$ cat src/rtl/dct_coef_mac_if.sv
// rtl/dct_coef_mac_if.sv - sample-in / result-out handshake bundle for dct_coef_mac
interface dct_coef_mac_if #(
  parameter int DATA_W = 8,
  parameter int OUT_W  = 12
);
  logic                     in_valid;
  logic                     in_ready;
  logic signed [DATA_W-1:0] in_data;
  logic                     out_valid;
  logic                     out_ready;
  logic signed [OUT_W-1:0]  out_data;

  // The MAC consumes samples and produces results.
  modport slave (
    input  in_valid, in_data, out_ready,
    output in_ready, out_valid, out_data
  );

  // The sample buffer / zig-zag side.
  modport master (
    output in_valid, in_data, out_ready,
    input  in_ready, out_valid, out_data
  );
endinterface

$ cat src/rtl/dct_coef_mac.sv
// rtl/dct_coef_mac.sv - per-lane DCT coefficient MAC; DCT_COEF_MAC_SAT_EN enables output clamp and sat_flag
module dct_coef_mac #(
  parameter int DATA_W = 8,
  parameter int COEF_W = 12,
  parameter int TAPS   = 8,
  parameter int SHIFT  = 8,
  parameter int OUT_W  = 12
) (
  input  logic                       clk,
  input  logic                       rst,
  input  logic                       clr,
  input  logic [TAPS*COEF_W-1:0]     coef_tbl,
  dct_coef_mac_if.slave              bus,
  output logic [$clog2(TAPS)-1:0]    tap_idx
`ifdef DCT_COEF_MAC_SAT_EN
  ,
  output logic                       sat_flag
`endif
);
  localparam int IDX_W  = $clog2(TAPS);
  localparam int PROD_W = DATA_W + COEF_W;
  localparam int ACC_W  = PROD_W + $clog2(TAPS);
  // One spare bit so the rounding constant can never wrap the sum.
  localparam int RND_W  = ACC_W + 1;
  localparam int EXT_W  = (RND_W > OUT_W) ? RND_W : OUT_W;
  localparam int RND_SH = (SHIFT > 0) ? SHIFT - 1 : 0;
  localparam logic signed [RND_W-1:0] RND_C =
    (SHIFT > 0) ? (RND_W'(1) << RND_SH) : '0;

  logic signed [ACC_W-1:0]  acc_q, acc_nxt, acc_base, total;
  logic [IDX_W-1:0]         idx_q, idx_nxt;
  logic                     ov_q, ov_nxt;
  logic signed [OUT_W-1:0]  od_q, od_nxt;
  logic signed [COEF_W-1:0] coef_sel;
  logic signed [PROD_W-1:0] prod;
  logic signed [RND_W-1:0]  rnd, r;
  logic signed [EXT_W-1:0]  r_ext;
  logic [OUT_W-1:0]         r_fmt;
  logic                     accept, last;

`ifdef DCT_COEF_MAC_SAT_EN
  localparam logic signed [EXT_W-1:0] MAX_V = EXT_W'((64'sd1 <<< (OUT_W - 1)) - 64'sd1);
  localparam logic signed [EXT_W-1:0] MIN_V = ~MAX_V;
  logic sat_q, sat_nxt, clamp;
`endif

  assign bus.in_ready  = !clr && (!ov_q || bus.out_ready);
  assign bus.out_valid = ov_q;
  assign bus.out_data  = od_q;
  assign tap_idx       = idx_q;
  assign accept        = bus.in_valid && bus.in_ready;
  assign last          = (idx_q == IDX_W'(TAPS - 1));
`ifdef DCT_COEF_MAC_SAT_EN
  assign sat_flag      = sat_q;
`endif

  // Pick the coefficient of the tap about to be accepted.
  always_comb begin
    coef_sel = '0;
    for (int k = 0; k < TAPS; k++) begin
      if (idx_q == IDX_W'(k)) coef_sel = coef_tbl[k*COEF_W +: COEF_W];
    end
  end

  // Product, running total, round-half-up shift and reduction to OUT_W.
  always_comb begin
    prod     = PROD_W'(bus.in_data) * PROD_W'(coef_sel);
    acc_base = (idx_q == '0) ? '0 : acc_q;
    total    = acc_base + ACC_W'(prod);
    rnd      = RND_W'(total) + RND_C;
    r        = rnd >>> SHIFT;
    r_ext    = EXT_W'(r);
`ifdef DCT_COEF_MAC_SAT_EN
    clamp = 1'b0;
    if (r_ext > MAX_V) begin
      r_fmt = MAX_V[OUT_W-1:0];
      clamp = 1'b1;
    end else if (r_ext < MIN_V) begin
      r_fmt = MIN_V[OUT_W-1:0];
      clamp = 1'b1;
    end else begin
      r_fmt = r_ext[OUT_W-1:0];
    end
`else
    r_fmt = OUT_W'(r_ext);
`endif
  end

  // Next-state: output drain, block abort, beat accumulation / block completion.
  always_comb begin
    acc_nxt = acc_q;
    idx_nxt = idx_q;
    ov_nxt  = ov_q;
    od_nxt  = od_q;
`ifdef DCT_COEF_MAC_SAT_EN
    sat_nxt = sat_q;
`endif
    if (ov_q && bus.out_ready) ov_nxt = 1'b0;
    if (clr) begin
      acc_nxt = '0;
      idx_nxt = '0;
`ifdef DCT_COEF_MAC_SAT_EN
      sat_nxt = 1'b0;
`endif
    end else if (accept) begin
      if (last) begin
        od_nxt  = r_fmt;
        ov_nxt  = 1'b1;
        acc_nxt = '0;
        idx_nxt = '0;
`ifdef DCT_COEF_MAC_SAT_EN
        sat_nxt = sat_q | clamp;
`endif
      end else begin
        acc_nxt = total;
        idx_nxt = idx_q + IDX_W'(1);
      end
    end
  end

  // State register with synchronous reset.
  always_ff @(posedge clk) begin
    if (rst) begin
      acc_q <= '0;
      idx_q <= '0;
      ov_q  <= 1'b0;
      od_q  <= '0;
`ifdef DCT_COEF_MAC_SAT_EN
      sat_q <= 1'b0;
`endif
    end else begin
      acc_q <= acc_nxt;
      idx_q <= idx_nxt;
      ov_q  <= ov_nxt;
      od_q  <= od_nxt;
`ifdef DCT_COEF_MAC_SAT_EN
      sat_q <= sat_nxt;
`endif
    end
  end
endmodule

$ cat src/flat_wrapper.sv
// flat-port wrapper written by rule: the top's interface ports become plain ports
module dct_coef_mac_flat 
#(
  parameter int DATA_W = 8,
  parameter int COEF_W = 12,
  parameter int TAPS   = 8,
  parameter int SHIFT  = 8,
  parameter int OUT_W  = 12
)
  (clk, rst, clr, coef_tbl, tap_idx, bus_in_valid, bus_in_data, bus_out_ready, bus_in_ready, bus_out_valid, bus_out_data);
  dct_coef_mac_if #(.DATA_W(DATA_W), .OUT_W(OUT_W)) bus_i ();
  input  logic clk;
  input  logic rst;
  input  logic clr;
  input  logic [TAPS*COEF_W-1:0] coef_tbl;
  output logic [$clog2(TAPS)-1:0] tap_idx;
  input wire logic [$bits(bus_i.in_valid)-1:0] bus_in_valid;
  input wire logic [$bits(bus_i.in_data)-1:0] bus_in_data;
  input wire logic [$bits(bus_i.out_ready)-1:0] bus_out_ready;
  output wire logic [$bits(bus_i.in_ready)-1:0] bus_in_ready;
  output wire logic [$bits(bus_i.out_valid)-1:0] bus_out_valid;
  output wire logic [$bits(bus_i.out_data)-1:0] bus_out_data;
  assign bus_i.in_valid = bus_in_valid;
  assign bus_i.in_data = bus_in_data;
  assign bus_i.out_ready = bus_out_ready;
  assign bus_in_ready = bus_i.in_ready;
  assign bus_out_valid = bus_i.out_valid;
  assign bus_out_data = bus_i.out_data;
  dct_coef_mac #(.DATA_W(DATA_W), .COEF_W(COEF_W), .TAPS(TAPS), .SHIFT(SHIFT), .OUT_W(OUT_W)) u_core (.clk(clk), .rst(rst), .clr(clr), .coef_tbl(coef_tbl), .bus(bus_i), .tap_idx(tap_idx));
endmodule
$ cat config.mk
export PLATFORM = sky130hd
export DESIGN_NAME = dct_coef_mac_flat
export DESIGN_NICKNAME = d
export VERILOG_FILES = /design/src/rtl/dct_coef_mac_if.sv /design/src/rtl/dct_coef_mac.sv /design/src/flat_wrapper.sv
export SDC_FILE = /design/constraint.sdc
export NUM_CORES = 1
export LEC_CHECK = 0
export BUFFER_PORTS_ARGS = -buffer_cell sky130_fd_sc_hd__buf_2
export CAP_MARGIN = 20
export CORE_ASPECT_RATIO = 0.7
export CORE_MARGIN = 2
export CORE_UTILIZATION = 58
export CTS_CLUSTER_DIAMETER = 40
export DETAILED_ROUTE_END_ITERATION = 6
export GPL_TIMING_DRIVEN = 0
export PLACE_DENSITY_LB_ADDON = 0.1
export SYNTH_ARGS = -nofsm -noshare
export SYNTH_HDL_FRONTEND = slang
export SYNTH_SLANG_ARGS = --single-unit
$ cat constraint.sdc
create_clock -name clk -period 9.7 [get_ports clk]
set_input_delay 1.455 -clock clk [delete_from_list [all_inputs] [get_ports clk]]
set_output_delay 1.455 -clock clk [all_outputs]
set_load 0.05 [all_outputs]
==> metrics.txt, run 1 <==
result of the run=complete, no violations; DRC errors left=0; net count after synthesis=1007; global-route wire length before repair=28750 um; most area-consuming cells after synthesis=sky130_fd_sc_hd__fa_1 31%, sky130_fd_sc_hd__dfxtp_1 11%, sky130_fd_sc_hd__ha_1 10%, sky130_fd_sc_hd__and2_1 6.4%, sky130_fd_sc_hd__nand2_1 5.1%; minimum setup slack in the final design=1182 ps; Seq/Total Area, Yosys=between 10% and 20%; number of flops mapped to enable cells by yosys=0; count of inserted antenna diode cells=0; DRC marker count from the first detailed-route iteration=396; power per cell area=347.9 nW/um^2; final worst-path cycle share=87.81%; Clock H-tree levels=2; total CTS buffers=5; Fin Clk Skew=3.015 ps; commonest non-fill, non-tap cell in the layout=sky130_fd_sc_hd__buf_2; width of the die=129.8 um; Required @ worst endpoint=9930 ps; overall power after layout=2.577 mW; highest attainable clock frequency=around 120 MHz; commonest cells after routing, fill and taps aside=125 x sky130_fd_sc_hd__buf_2, 99 x sky130_fd_sc_hd__fa_1, 88 x sky130_fd_sc_hd__nand2_1, 66 x sky130_fd_sc_hd__inv_1, 66 x sky130_fd_sc_hd__and2_1; CTS-repair resized insts=0; met3 capacity usage during global routing=under 10%; Final Core Density=68.01%; Final setup viols=0; peak-usage layer in the global routing report=met2; grt met1 use=42.86%; Detailed Routing Iterations Pass 1=6; routed vias/inst=between 5 and 6; instance count of the mapped netlist=~750; critical-path cell list=buf_2, and3b_1, a21oi_1, o21ai_0, a22oi_1, o221ai_1, o21ai_0, o21ai_0, nand2b_1, fa_1, fa_1, inv_1, fa_1, fa_1, fa_1, ha_1, and3_1, a2111o_1, xor2_1, nand3_1, nor3_2, nand4_1, or4b_1, nand3_1; initial antenna violation count=0; WP buf/inv=2; Arrival @ worst endpoint=~9000 ps; number of top-level pins=roughly 130; vias in the first global route=6161; start-to-end type of the worst setup path=in2reg; ANT nets after route=0; number of nets at the end of the flow=between 1k and 1.5k; area share of the largest cell type after synthesis=30.86%; unrepaired setup endpoints after global routing=no; number of synthesized register bits=36; max cap viols=0; largest net degree at the start of global routing=13; floorplan die height=92.04 um; Netlist Area Pre-Place=6422 sq um; number of distinct library cell variants in the gate-level netlist after synthesis=53; Syn Area/Cell=8.598 sq um; tightest slew margin relative to the limit=23.64%; category of the worst setup path capture point=flip-flop; total gr overflow=0; clock transition at the register clock pins on the worst setup and hold paths after CTS=roughly 60 ps; slew at the pin closest to its max-slew limit=1133 ps; I/O Buffers=about 130; crit-path max FO=8; cell mode on critical path=sky130_fd_sc_hd__fa_1; leakage power summed over all cells=3.584 nW; Final min period=8518 ps; total wire length=17150 um; GP Congestion=0.9424; count of buffers added by post-CTS timing repair for setup=0; final total negative setup slack=0 ps; CTS max path bufs=2; TritonCTS sink count=36; longest individual stage delay on the worst path=880 ps; kind of cell adding the most delay to the critical path=adder cells; clock tree root driver cell=sky130_fd_sc_hd__clkbuf_16; total global-route track usage=approximately 30%; total number of placement rows=32; Floorplan Core Area=between 10000 and 15000 sq um; final hold violations=0; worst hold path type=reg2reg; worst-path cell with the longest stage delay=sky130_fd_sc_hd__o21ai_0; fraction of layout instances using a drive strength above 1=16.36%; area growth from synthesis to final layout=15.33%; total via count after detailed routing=5964; Place WS=996.3 ps; clock insertion delay at the later pin of the skew report=280 ps; number of warning messages in the yosys log=0; average detailed-routed wire length per instance=16.61 um; Final Max Slew Viols=0; CTS tree=done; DPL Wire Length=14770 um; Hold-fix buffers, CTS=0; met2 GRT Util=48.60%; largest area contributor in the synthesized netlist=sky130_fd_sc_hd__fa_1; ys async rst share=0%; maximum ir drop on the vdd rail=0.0004785 V; startpoint type of the worst setup path=primary input; die footprint=11940 sq um; initial standard-cell utilization of the core=58.97%; Main synth FF type=sky130_fd_sc_hd__dfxtp_1
[sequential cells by signal, summed over array words and instances (netlist names)]
signal,count
u_core.bus.out_data,12
u_core.acc_q,20
u_core.tap_idx,3
u_core.bus.out_valid,1
[layer usage]
layer / routed length [um] / up-vias
li1: - / 2773
met1: 7713 / 2927
met2: 8003 / 225
met3: 1011 / 39
met4: 426 / 0
met5: 0 / -
[worst reg2reg max path: cells and delay by family, from the launching register on]
family	cells	cell delay, ps
AO/OA/AOI/OAI	5	1530
flip-flops	1	420
adder cells (fa/ha/maj)	7	3330
XOR/XNOR	1	440
AND/OR/NAND/NOR	8	1840
buffers and inverters	4	900
[path summary, 6_finish.rpt]
kind | slack [ps] | startpoint | endpoint | depth (start not counted)
max reg2reg | 1190 | u_core.tap_idx[2] | u_core.bus.out_data[11] | 25
min reg2reg | 470 | u_core.bus.out_data[4] | u_core.bus.out_data[4] | 2
min | 470 | u_core.bus.out_data[4] | u_core.bus.out_data[4] | 2
max | 1180 | coef_tbl[0] | u_core.bus.out_data[11] | 24
[report_power, final]
group | switching, mW | internal [mW]
combinational | 1.33 | 0.887
sequential | 0.0102 | 0.167
clock | 0.0638 | 0.121
[area by class of cell]
cell class                      instances  area, sq um
Multi-Input combinational cell        608         5315
Fill cell                             972         3483
Sequential cell                        36        720.7
Timing Repair Buffer                  125        625.6
Inverter                               67        251.5
Tap cell                              153        191.4
Buffer                                 36        135.1
Clock buffer                            5        125.1
Clock inverter                          3        42.54
[cells in the mapped netlist (2+ instances only)]
library cell,count
sky130_fd_sc_hd__a2111oi_0,2
sky130_fd_sc_hd__clkbuf_1,34
sky130_fd_sc_hd__a211oi_1,10
sky130_fd_sc_hd__ha_1,52
sky130_fd_sc_hd__a21oi_1,37
sky130_fd_sc_hd__nand3_1,5
sky130_fd_sc_hd__o21ai_0,35
sky130_fd_sc_hd__nand2_1,88
sky130_fd_sc_hd__a22oi_1,35
sky130_fd_sc_hd__xor2_1,10
sky130_fd_sc_hd__dfxtp_1,36
sky130_fd_sc_hd__a21o_1,6
sky130_fd_sc_hd__nand4_1,3
sky130_fd_sc_hd__o221ai_1,12
sky130_fd_sc_hd__and2_1,66
sky130_fd_sc_hd__fa_1,99
sky130_fd_sc_hd__inv_1,66
sky130_fd_sc_hd__nor2b_1,3
sky130_fd_sc_hd__o22ai_1,2
sky130_fd_sc_hd__nand2b_1,7
sky130_fd_sc_hd__buf_1,2
sky130_fd_sc_hd__nor2_1,50
sky130_fd_sc_hd__nor3_1,7
sky130_fd_sc_hd__o211ai_1,2
sky130_fd_sc_hd__and3_1,9
sky130_fd_sc_hd__o21ai_1,10
sky130_fd_sc_hd__xnor2_1,22
sky130_fd_sc_hd__and3b_1,12
[kinds of logic (layout without fill, tap and decap cells)]
group	count (synthesis)	after routing	synth area share (%)
DFF	36	36	11.22
and+or+nand+nor	262	262	20.75
muxes	1	1	0.1753
xor gates and xnor gates	32	32	4.364
AOI/OAI and AO/OA	162	162	16.48
adders and majority gates	151	151	40.99
buffers and inverters	103	236	6.020
[through the flow]
stage	cell area [sq um]	hold WS (ps)	instances
after CTS	7407	469.8	1033
final	7407	471.7	1033
after detailed placement	7239	462.0	1025
after global placement	7239	441.7	1025
after global routing	7407	489.3	1033
after floorplan	6422	444.1	747
Power figures use the tool's default switching activity.
==> run 2, diff against run 1 <==
- CORE_UTILIZATION: 58 -> 59
- CTS_BUF_LIST: not set -> sky130_fd_sc_hd__clkbuf_8
==> metrics.txt, run 2 (synthesis results as in run 1) <==
hold path depth=2; highest attainable clock frequency=117.8 MHz; unrepaired setup endpoints after global routing=no; total number of placement rows=31; switching power total=1.410 mW; clock transition at the register clock pins on the worst setup and hold paths after CTS=roughly 80 ps; GP Congestion=0.9273; Final Max Slew Viols=0; initial antenna violation count=0; die footprint=11750 sq um; fraction of layout instances using a drive strength above 1=16.46%; global-route wire length before repair=29210 um; setup slack of the most critical reg-to-reg path=~1200 ps; CTS-repair resized insts=0; Most flops, register=u_core.acc_q; clock tree root driver cell=sky130_fd_sc_hd__clkbuf_8; count of inserted antenna diode cells=0; final worst-path cycle share=87.49%; Flop pwr share=7.0%; number of nets at the end of the flow=around 1.1k; Hold Startpoint=u_core.bus.out_data[4]; width of the die=128.7 um; count of buffers added by post-CTS timing repair for setup=0; max cap viols=0; Final setup viols=0; average detailed-routed wire length per instance=17.02 um; vias in the first global route=6117; final total negative setup slack=0 ps; Reg2Reg Capture Point=u_core.bus.out_data[11]; Final Core Density=69.78%; area growth from synthesis to final layout=13.79%; Final min period=8486 ps; clock insertion delay at the later pin of the skew report=around 290 ps; Required @ worst endpoint=9930 ps; number of top-level pins=126; commonest cells after routing, fill and taps aside=125 x sky130_fd_sc_hd__buf_2, 99 x sky130_fd_sc_hd__fa_1, 88 x sky130_fd_sc_hd__nand2_1, 66 x sky130_fd_sc_hd__inv_1, 66 x sky130_fd_sc_hd__and2_1; DRC marker count from the first detailed-route iteration=452; Floorplan Core Area=~10000 sq um; CTS tree=done; category of the worst setup path capture point=flip-flop; commonest non-fill, non-tap cell in the layout=sky130_fd_sc_hd__buf_2; clock share of power=roughly 4.4%; number of cells on the worst reg-to-reg path=25; largest net degree at the start of global routing=13; Hold-fix buffers, CTS=0; internal power=1.107 mW; total global-route track usage=31.07%; non-filler cells, final=1013; crit-path max FO=10; power per cell area=344.4 nW/um^2; I/O Buffers=125; reg-to-reg critical path startpoint=u_core.tap_idx[2]; final hold violations=0; part of the total power dissipated in combinational logic=88.6%; slew at the pin closest to its max-slew limit=~780 ps; maximum ir drop on the vdd rail=0.0004733 V; Arrival @ worst endpoint=8720 ps; routed vias/inst=5.987; DPL Wire Length=14860 um; initial standard-cell utilization of the core=61.33%; Detailed Routing Iterations Pass 1=7; DRC errors left=0; total CTS buffers=5; Clock H-tree levels=2; start-to-end type of the worst setup path=reg2reg; Fin Clk Skew=between 8 and 9 ps; total gr overflow=0; CTS max path bufs=2; tightest slew margin relative to the limit=47.77%; worst hold path type=reg2reg; total via count after detailed routing=6065; number of placed instances, taps included=1004; TritonCTS sink count=36; flip-flop count of the largest register, all copies and words added=20; floorplan die height=~91 um; ANT nets after route=0; switching share of total power=56.02%; leakage power summed over all cells=3.557 nW; endpoint of the worst hold-timing path=u_core.bus.out_data[4]; result of the run=complete, no violations; startpoint type of the worst setup path=flip-flop; filler instances=~870; total wire length=17240 um
[run 2: changes by cell type in the layout (fill, tap and decap cells not counted), sizes merged]
cell,before,now
bufinv,1,0
clkinvlp,1,0
clkbuf,39,40
clkinv,2,4
[run 2: through the flow]
stage	power, mW	setup slack [ps]	hold slack (ps)	instance area, sq um
6_report	2.517	1214	447.6	7308
4_1_cts	2.491	1260	451.1	7301
2_1_floorplan	1.841	2128	444.1	6422
3_5_place_dp	2.366	978.8	440.2	7213
3_3_place_gp	2.279	1031	440.0	7213
5_1_grt	2.774	696.0	494.8	7308
[run 2: worst max-delay path, cell delays in order, from the launching register on]
cell and delay (ps):
sky130_fd_sc_hd__dfxtp_1 420, sky130_fd_sc_hd__inv_1 150, sky130_fd_sc_hd__clkbuf_1 270, sky130_fd_sc_hd__ha_1 320, sky130_fd_sc_hd__nor2_1 180, sky130_fd_sc_hd__clkbuf_1 410
sky130_fd_sc_hd__a22oi_1 150, sky130_fd_sc_hd__o221ai_1 210, sky130_fd_sc_hd__o21ai_0 140, sky130_fd_sc_hd__o21ai_1 560, sky130_fd_sc_hd__nand2_1 160, sky130_fd_sc_hd__fa_1 510
sky130_fd_sc_hd__fa_1 540, sky130_fd_sc_hd__inv_1 50, sky130_fd_sc_hd__fa_1 530, sky130_fd_sc_hd__fa_1 540, sky130_fd_sc_hd__fa_1 490, sky130_fd_sc_hd__ha_1 380
sky130_fd_sc_hd__and3_1 170, sky130_fd_sc_hd__a2111o_1 450, sky130_fd_sc_hd__o31ai_1 480, sky130_fd_sc_hd__nand2_1 160, sky130_fd_sc_hd__a2111oi_2 360, sky130_fd_sc_hd__a211oi_1 150
sky130_fd_sc_hd__or4b_1 520, sky130_fd_sc_hd__nand3_1 90
[run 2: area by class of cell]
type	instances	area (sq um)	area share, %
multi-input combinational	608	5315	72.73
sequential	36	720.7	9.861
timing repair buffer	126	633.1	8.663
inverter	67	251.5	3.441
tap	132	165.2	2.260
buffer	36	135.1	1.849
clock buffer	5	68.82	0.9416
clock inverter	3	18.77	0.2568
[run 2: worst max-delay path by stage]
stage                                    endpoint  slack (ps)               from
final                     u_core.bus.out_data[11]        1210  u_core.tap_idx[2]
after detailed placement  u_core.bus.out_data[11]         980        coef_tbl[0]
after global placement    u_core.bus.out_data[11]        1030        coef_tbl[0]
after CTS                 u_core.bus.out_data[11]        1260        coef_tbl[0]
after floorplan           u_core.bus.out_data[11]        2130        coef_tbl[0]
after global routing      u_core.bus.out_data[11]         700  u_core.tap_idx[2]
[run 2: power groups by stage]
stage	clock network [mW]	registers (mW)	logic [mW]
floorplan	0	0.177	1.66
global placement	0	0.178	2.10
detailed placement	0	0.179	2.19
CTS	0.113	0.175	2.20
global route	0.117	0.178	2.48
finish	0.111	0.176	2.23
[run 2: layer usage]
metal	vias up	part of all wire (%)	track usage, %	wire (um)
li1	2764	-	-	-
met1	3002	44	43.95	7549
met2	262	48	51.46	8202
met3	37	6.6	3.654	1144
met4	0	2.0	6.975	346
met5	-	0	0	0
